--- src/rtl/mem_stage.sv ---
// mem_stage: memory-access pipeline stage between EX/MEM and MEM/WB.
//   Decodes load/store control bits, rejects misaligned or illegal accesses,
//   runs one access at a time against a req/ready data-memory port, aligns
//   store lanes and extends load data, and registers the MEM/WB bundle.
// Ports:
//   clk, rst_n             clock, synchronous active-low reset
//   in_valid .. reg_write  EX/MEM inputs (address/ALU value, store data, ctrl)
//   mem_stall              hold EX/MEM and upstream (combinational)
//   dmem_*                 data-memory request/response port
//   wb_*                   registered MEM/WB outputs
module mem_stage #(
  parameter int TIMEOUT_CYCLES = 255
) (
  input  logic        clk,
  input  logic        rst_n,
  input  logic        in_valid,
  input  logic [31:0] alu_result,
  input  logic [31:0] rs2_data,
  input  logic [2:0]  funct3,
  input  logic        mem_read,
  input  logic        mem_write,
  input  logic [4:0]  rd,
  input  logic        reg_write,
  output logic        mem_stall,
  output logic        dmem_req,
  output logic        dmem_we,
  output logic [31:0] dmem_addr,
  output logic [31:0] dmem_wdata,
  output logic [3:0]  dmem_wstrb,
  input  logic        dmem_ready,
  input  logic [31:0] dmem_rdata,
  output logic        wb_valid,
  output logic [31:0] wb_data,
  output logic [4:0]  wb_rd,
  output logic        wb_reg_write,
  output logic        wb_exc
);
  typedef enum logic {IDLE, BUSY} state_t;

  // Timeout fires in the BUSY cycle whose count is one short of the limit,
  // so the request is visible for exactly TIMEOUT_CYCLES cycles.
  localparam logic [7:0] LP_LAST = 8'(TIMEOUT_CYCLES - 1);

  state_t      r_state;
  logic [7:0]  r_cnt;
  logic [31:0] r_addr, r_wdata;
  logic [2:0]  r_f3;
  logic [4:0]  r_rd;
  logic        r_regw, r_store;
  logic        r_wb_valid, r_wb_regw, r_wb_exc;
  logic [31:0] r_wb_data;
  logic [4:0]  r_wb_rd;

  logic        w_memop, w_f3_ok, w_misal, w_bad, w_busy, w_timeout;
  logic [31:0] w_sh, w_load, w_wd;
  logic [3:0]  w_strb;

  assign w_memop = in_valid & (mem_read | mem_write);

  always_comb begin
    w_f3_ok = 1'b0;
    case (funct3)
      3'b000, 3'b001, 3'b010: w_f3_ok = 1'b1;
      3'b100, 3'b101:         w_f3_ok = ~mem_write;
      default:                w_f3_ok = 1'b0;
    endcase
    w_misal = 1'b0;
    case (funct3[1:0])
      2'b01:   w_misal = alu_result[0];
      2'b10:   w_misal = |alu_result[1:0];
      default: w_misal = 1'b0;
    endcase
  end

  assign w_bad = (mem_read & mem_write) | ~w_f3_ok | w_misal;

  // Reset drops the request combinationally so an abandoned access never
  // sees another cycle of dmem_req.
  assign w_busy    = (r_state == BUSY) & rst_n;
  assign w_timeout = (r_state == BUSY) & (r_cnt == LP_LAST);

  always_comb begin
    w_sh = dmem_rdata >> {r_addr[1:0], 3'b000};
    case (r_f3)
      3'b000:  w_load = {{24{w_sh[7]}}, w_sh[7:0]};
      3'b001:  w_load = {{16{w_sh[15]}}, w_sh[15:0]};
      3'b100:  w_load = {24'd0, w_sh[7:0]};
      3'b101:  w_load = {16'd0, w_sh[15:0]};
      default: w_load = dmem_rdata;
    endcase
    case (r_f3[1:0])
      2'b00: begin
        w_strb = 4'b0001 << r_addr[1:0];
        w_wd   = {4{r_wdata[7:0]}};
      end
      2'b01: begin
        w_strb = 4'b0011 << r_addr[1:0];
        w_wd   = {2{r_wdata[15:0]}};
      end
      default: begin
        w_strb = 4'b1111;
        w_wd   = r_wdata;
      end
    endcase
  end

  assign dmem_req   = w_busy;
  assign dmem_we    = w_busy & r_store;
  assign dmem_wstrb = (w_busy & r_store) ? w_strb : 4'b0000;
  assign dmem_wdata = w_wd;
  assign dmem_addr  = {r_addr[31:2], 2'b00};

  always_comb begin
    mem_stall = 1'b0;
    if (r_state == IDLE) mem_stall = w_memop & ~w_bad;
    else                 mem_stall = ~dmem_ready & ~w_timeout;
  end

  always_ff @(posedge clk) begin
    if (!rst_n) begin
      r_state    <= IDLE;
      r_cnt      <= '0;
      r_addr     <= '0;
      r_wdata    <= '0;
      r_f3       <= '0;
      r_rd       <= '0;
      r_regw     <= 1'b0;
      r_store    <= 1'b0;
      r_wb_valid <= 1'b0;
      r_wb_regw  <= 1'b0;
      r_wb_exc   <= 1'b0;
      r_wb_data  <= '0;
      r_wb_rd    <= '0;
    end else begin
      // Bubble unless an instruction completes this cycle.
      r_wb_valid <= 1'b0;
      r_wb_regw  <= 1'b0;
      r_wb_exc   <= 1'b0;
      case (r_state)
        IDLE: begin
          if (w_memop && w_bad) begin
            r_wb_valid <= 1'b1;
            r_wb_exc   <= 1'b1;
            r_wb_data  <= alu_result;
            r_wb_rd    <= rd;
          end else if (w_memop) begin
            r_state <= BUSY;
            r_cnt   <= '0;
            r_addr  <= alu_result;
            r_wdata <= rs2_data;
            r_f3    <= funct3;
            r_rd    <= rd;
            r_regw  <= reg_write;
            r_store <= mem_write;
          end else if (in_valid) begin
            r_wb_valid <= 1'b1;
            r_wb_regw  <= reg_write;
            r_wb_data  <= alu_result;
            r_wb_rd    <= rd;
          end
        end
        BUSY: begin
          if (dmem_ready) begin
            r_state    <= IDLE;
            r_wb_valid <= 1'b1;
            r_wb_regw  <= r_regw;
            r_wb_rd    <= r_rd;
            r_wb_data  <= r_store ? r_addr : w_load;
          end else if (w_timeout) begin
            r_state    <= IDLE;
            r_wb_valid <= 1'b1;
            r_wb_exc   <= 1'b1;
            r_wb_rd    <= r_rd;
            r_wb_data  <= r_addr;
          end else begin
            r_cnt <= r_cnt + 8'd1;
          end
        end
        default: r_state <= IDLE;
      endcase
    end
  end

  assign wb_valid     = r_wb_valid;
  assign wb_data      = r_wb_data;
  assign wb_rd        = r_wb_rd;
  assign wb_reg_write = r_wb_regw;
  assign wb_exc       = r_wb_exc;
endmodule
--- config.mk ---
export PLATFORM = sky130hd
export DESIGN_NAME = mem_stage
export DESIGN_NICKNAME = d
export VERILOG_FILES = /design/src/rtl/mem_stage.sv
export SDC_FILE = /design/constraint.sdc
export NUM_CORES = 1
export LEC_CHECK = 0
export CORE_MARGIN = 10
export CORE_UTILIZATION = 35
export CTS_CLUSTER_SIZE = 28
export DETAILED_ROUTE_END_ITERATION = 8
export GPL_ROUTABILITY_DRIVEN = 0
export HOLD_SLACK_MARGIN = 0.1
export PLACE_DENSITY_LB_ADDON = 0.2
export RECOVER_POWER = 25
export SETUP_SLACK_MARGIN = 0.3
export SLEW_MARGIN = 20
export SYNTH_ARGS = -nofsm -noshare
export SYNTH_HDL_FRONTEND = slang
export SYNTH_SLANG_ARGS = --single-unit
--- constraint.sdc ---
create_clock -name clk -period 6.55 [get_ports clk]
set_input_delay 1.965 -clock clk [delete_from_list [all_inputs] [get_ports clk]]
set_output_delay 1.965 -clock clk [all_outputs]
set_load 0.05 [all_outputs]
# Word level (Yosys, flattened, before mapping)
# Index checks and enable logic that the tools add are counted.
# word_totals
mem_bits_ro	0
memories	0
ram_bits	0
input_bits	111
latchBits	0
wordCells	106
out_inout_bits	111
reg_bits	123
# op_classes
n_shift	3
n_lt_le_gt_ge	0
addsub	1
mul	0
reduce_logical	10
mux	44
bitwise_logic	17
n_div	0
n_eq_ne	18
# op_table
op	n
two-way mux 32 bit	6
one-hot mux 32 bit (2 select lines)	2
one-hot mux 32 bit (4 select lines)	1
two-way mux 8 bit	4
>> shifter 32 x 5 -> 16 bit	1
two-way mux 5 bit	5
two-way mux 1 bit	16
one-hot mux 8 bit (2 select lines)	1
== test 3 bit (second input constant)	4
one-hot mux 1 bit (2 select lines)	6
one-hot mux 5 bit (2 select lines)	1
inequality test 3 x 2 -> 1 bit (second input constant)	3
adder 8 x 1 -> 8 bit (second input constant)	1
== test 8 bit (second input constant)	1
inequality test 2 bit (second input constant)	4
one-hot mux 4 bit (2 select lines)	1
bitwise AND 1 bit	7
inverter 1 bit	7
== test 3 x 1 -> 1 bit (second input constant)	2
zero test 3 bit	2
AND reduction 3 bit	2
== test 2 x 1 -> 1 bit (second input constant)	2
two-way mux 4 bit	1
AND reduction 4 bit	1
9 further kinds	12

# Logic depth before layout (Yosys ltp)
# depth
word_depth	9
ltp_mapped	10
mapped_depth_nobuf	8

# Least setup slack after synthesis
# OpenSTA, ideal clock, no wires.
# synth_path
path_type	input to output
start	input port rst_n
end	output port dmem_wstrb[1]
t_required_ps	4585
stages	4
t_arrival_ps	3676
setup_slack_ps	909
path_buffers	1
path_cell_list	clkbuf_1 -> and2_1 -> nand2_1 -> a21oi_1
# synth_between
elab_chain_len	3
# synth_lines
element	line_no	rtl
start: declaration	15	input logic rst_n,
bitwise AND 1 bit	79	assign w_busy = (r_state == BUSY) & rst_n;
named net dmem_req	25	output logic dmem_req,
bitwise AND 1 bit	109	assign dmem_wstrb = (w_busy & r_store) ? w_strb : 4'b0000;
two-way mux 4 bit	109	
end: declaration	29	output logic [3:0] dmem_wstrb,
# The timed path passes the listed nets, and every way through them passes these cells.

# Worst setup path after layout
# layout_path
start	input port funct3[0]
end	output port mem_stall
# layout_between
elab_chain_len	9
word_cells_on_any_way	17
cone_classes	eq/ne: 6; mux: 3; bitwise: 5; reduce/logical: 3
# layout_lines
element	line_no	rtl
start: declaration	19	input logic [2:0] funct3,
== test 3 x 1 -> 1 bit, or another cell as far along	62	case (funct3)
OR reduction 3 bit / OR reduction 2 bit (equally long branches)	62	
one-hot mux 1 bit (2 select lines)	62	
inverter 1 bit	75	assign w_bad = (mem_read & mem_write) | ~w_f3_ok | w_misal;
OR 1 bit	75	
OR 1 bit (*)	75	
inverter 1 bit (*)	115	if (r_state == IDLE) mem_stall = w_memop & ~w_bad;
bitwise AND 1 bit (*)	115	
two-way mux 1 bit (*)	115	
end: declaration	24	output logic mem_stall,
# Every way passes the cells marked *; elsewhere a longest branch is shown, timed or not.

==> out/summary.json <==
{
  "timing": {
    "max_freq_ghz": 0.166,
    "rsz0062_at_grt": "false",
    "timing_worst_slew_pin_value_ns": 1.02,
    "setup_ws_final_ns": 0.530,
    "setup_viol_count_final": 0,
    "layout_worst_path_cycle_share_pct": 91.9,
    "endpoints_failing_hold": 0,
    "max_slew_margin_pct": 31.7,
    "setup_tns_ns": 0,
    "timing.final.max_slew_violations": 0,
    "finClkSkew_ns": 0.0102,
    "layout_min_cycle_time_ns": 6.02
  },
  "clock_network": {
    "clock_tree.htree_level_count": 4,
    "numClockSinks": 123,
    "clk_path_buf_depth": 2,
    "cts_tree": "yes",
    "clkTransAtPathRegs_ns": 0.06,
    "clkLatencyLatePin_ns": 0.43,
    "cts-root-buf": "sky130_fd_sc_hd__clkbuf_16",
    "numCtsBuffers": 17,
    "cts-hold-fix-buffers": 0,
    "postCtsSetupBuffers": 0,
    "ctsResizeCount": 0
  },
  "cells_and_area": {
    "layout.cells.most_common_list": "sky130_fd_sc_hd__nand2_1 (199), sky130_fd_sc_hd__clkdlybuf4s50_1 (158), sky130_fd_sc_hd__dfxtp_1 (121)",
    "layout.nets": 1128,
    "drive_gt1_share_pct": 7.81,
    "post_route_cell_area_um2": 9360,
    "most_common_cell_after_layout_fill_and_taps_aside": "sky130_fd_sc_hd__nand2_1",
    "area.growth.synth_to_final_pct": 37.3,
    "antennaDiodeCount": 0,
    "fill_cells": 1946
  },
  "worst_setup_path": {
    "crit_fanout": 8,
    "timing.critical_path.from_type": "primary input",
    "required_time_worst_endpoint_ns": 4.59,
    "critPathKind": "primary input to output pin",
    "arrival_ns": 4.05,
    "timing.critical_path.to_type": "output pin"
  },
  "route": {
    "dr_total_vias": 6551,
    "wl_per_cell_um": 19.0,
    "post_drt_via_cell_ratio": 5.08,
    "postRouteAntennaNets": 0,
    "drt_pass1_iterations": 5,
    "drt_iter0_markers": 288,
    "routed_wirelength_um": 24500,
    "drcViolationCount": 0
  },
  "yosys": {
    "synth_cell_types": 60,
    "synth_enable_flop_cells": 0,
    "synth.ff_latch_count": 123,
    "syn_avg_cell_area_um2": 7.83,
    "synth.mux.area_fraction_pct": 6.05,
    "synth_seq_area_share_pct": 36.1,
    "yosys_warnings": 0,
    "syn-cell-area_um2": 6820,
    "fraction_of_the_mapped_netlist_area_in_simple_logic_gates_pct": 20.5,
    "largest_family_of_logic_cells_by_synthesized_area": "compound AO/OA/AOI/OAI gates",
    "synth-main-ff-cell": "sky130_fd_sc_hd__dfxtp_1",
    "synthCells": 871,
    "synthAdderAreaFrac_pct": 0.917,
    "post_synth_xor_area_fraction_pct": 0.770,
    "synthArstFlopShare_pct": 0,
    "synth_compound_gate_area_share_pct": 25.5
  },
  "global_route": {
    "gr-total-overflow": 0,
    "groute.usage.overall_pct": 18.6,
    "maximum_number_of_pins_on_one_net_before_global_route_repair": 87,
    "number_of_antenna_violations_at_the_first_check_in_global_routing": 1,
    "grt_first_pass_wirelength_um": 37600,
    "grt_pass1_vias": 6301
  },
  "die": {
    "fp.dieW_um": 160,
    "design.portCount": 222,
    "floorplan.core_area_um2": 19300,
    "core.rowCount": 51,
    "die_height_um": 160,
    "initial_standard_cell_utilization_of_the_core_pct": 35.3,
    "design.die.area_um2": 25500
  },
  "place": {
    "post_dp_cell_area_um2": 8800,
    "dp_hpwl_um": 17400,
    "placement.setup.worst_slack_ns": 0.608,
    "buffer_ports.inserted": 219
  },
  "pwr": {
    "cellLeakagePower_nw": 3.38,
    "cellPowerDensity_nw_per_um2": 240,
    "ir_worst_vdd_uv": 186
  },
  "flow_run": {
    "max_capacitance_violation_count": 0
  },
  "status": {
    "outcome": "complete, no violations"
  },
  "hold_path": {
    "hold_class": "register to register"
  }
}
[final timing paths]
check	from	end	slack, ns	cells past startpoint
worst min-delay path	wb_data[6]	wb_data[6]	0.45	2
worst min register to register	wb_data[6]	wb_data[6]	0.45	2
worst max-delay path	funct3[0]	mem_stall	0.53	7
worst max register to register	r_state	r_wdata[0]	3.54	6
[routing by layer]
metal,track usage [%],up-vias,share of wire (%)
li1,-,3273,-
met1,23.3,3046,45
met2,29.1,209,46
met3,6.83,21,7.9
met4,5.52,2,1.4
met5,0,-,0.053
[logic make-up (layout without fill, tap and decap cells)]
group                    count (synthesis)  in the layout
AO/OA/AOI/OAI                          256            256
AND/OR/NAND/NOR                        322            322
buffers and inverters                  120            272
multiplexers                            38             38
adder cells (fa/ha/maj)                  5              5
flip-flops                             123            123
other                                    1              2
XOR/XNOR                                 6              6
[critical path, cell delays in order]
cell and delay, ns:
sky130_fd_sc_hd__clkdlybuf4s50_1 0.53, sky130_fd_sc_hd__inv_1 0.09, sky130_fd_sc_hd__ha_1 0.24, sky130_fd_sc_hd__nor2b_2 0.16
sky130_fd_sc_hd__o31ai_1 0.56, sky130_fd_sc_hd__o31ai_2 0.29, sky130_fd_sc_hd__buf_12 0.23
[cells in the mapped netlist (4+ instances only)]
cell                         n  area share, %
sky130_fd_sc_hd__nor3_1     18            1.3
sky130_fd_sc_hd__clkbuf_1   35            1.9
sky130_fd_sc_hd__o211a_1     5           0.73
sky130_fd_sc_hd__a21oi_1    64            4.7
sky130_fd_sc_hd__ha_1        5           0.92
sky130_fd_sc_hd__mux2i_1    21            3.1
sky130_fd_sc_hd__o21ai_1    17            1.2
sky130_fd_sc_hd__o211ai_1   11            1.2
sky130_fd_sc_hd__buf_6       8            1.3
sky130_fd_sc_hd__nor3b_1     7           0.77
sky130_fd_sc_hd__mux2_2     16            2.6
sky130_fd_sc_hd__a21boi_0   74            8.1
sky130_fd_sc_hd__and2_1      6           0.55
sky130_fd_sc_hd__buf_1       4           0.22
sky130_fd_sc_hd__o22ai_1     9           0.83
sky130_fd_sc_hd__inv_1      10           0.55
sky130_fd_sc_hd__a21boi_1    6           0.66
sky130_fd_sc_hd__buf_2      20            1.5
sky130_fd_sc_hd__o311ai_0   15            1.9
sky130_fd_sc_hd__o21ai_0    25            1.8
sky130_fd_sc_hd__buf_4      41            4.5
sky130_fd_sc_hd__nand2_1   199             11
sky130_fd_sc_hd__nand3_1    23            1.7
sky130_fd_sc_hd__nand4_1     5           0.46
sky130_fd_sc_hd__nand2b_1    4           0.37
sky130_fd_sc_hd__nor2_1     33            1.8
sky130_fd_sc_hd__dfxtp_1   123             36
sky130_fd_sc_hd__xor2_1      5           0.64
sky130_fd_sc_hd__nor2b_1    19            1.7
[state kept, by name (all words and copies together), names as in the netlist]
signal / cells
r_wdata: 32
r_rd: 5
wb_exc: 1
r_regw: 1
r_state: 1
wb_valid: 1
r_addr: 32
wb_rd: 5
wb_data: 32
r_cnt: 8
wb_reg_write: 1
r_store: 1
r_f3: 3
[through the flow]
stage	power (mW)	utilization, %	hold WS, ns	std cells
final	2.25	48.4	0.449	1289
after global routing	2.34	48.4	0.456	1289
after CTS	2.29	48.5	0.453	1289
after detailed placement	1.33	45.5	0.444	1258
after global placement	1.33	45.5	0.444	1258
after floorplan	1.14	-	0.440	872
[layout make-up]
cell class	count	area [µm²]	share of cell area, %
multi-input combinational	629	3670	39.2
clock buffer	19	433	4.62
inverter	12	45.0	0.481
clock inverter	12	149	1.59
tap	265	332	3.54
sequential	123	2460	26.3
timing repair buffer	229	2270	24.2
[power by group]
group | leakage (nW) | total [mW] | switching, mW | internal [mW]
combinational | 2.11 | 0.487 | 0.306 | 0.181
clock | 0.275 | 0.947 | 0.354 | 0.593
sequential | 1.00 | 0.815 | 0.0257 | 0.789
Note: power is estimated with default switching activity, not from simulation.
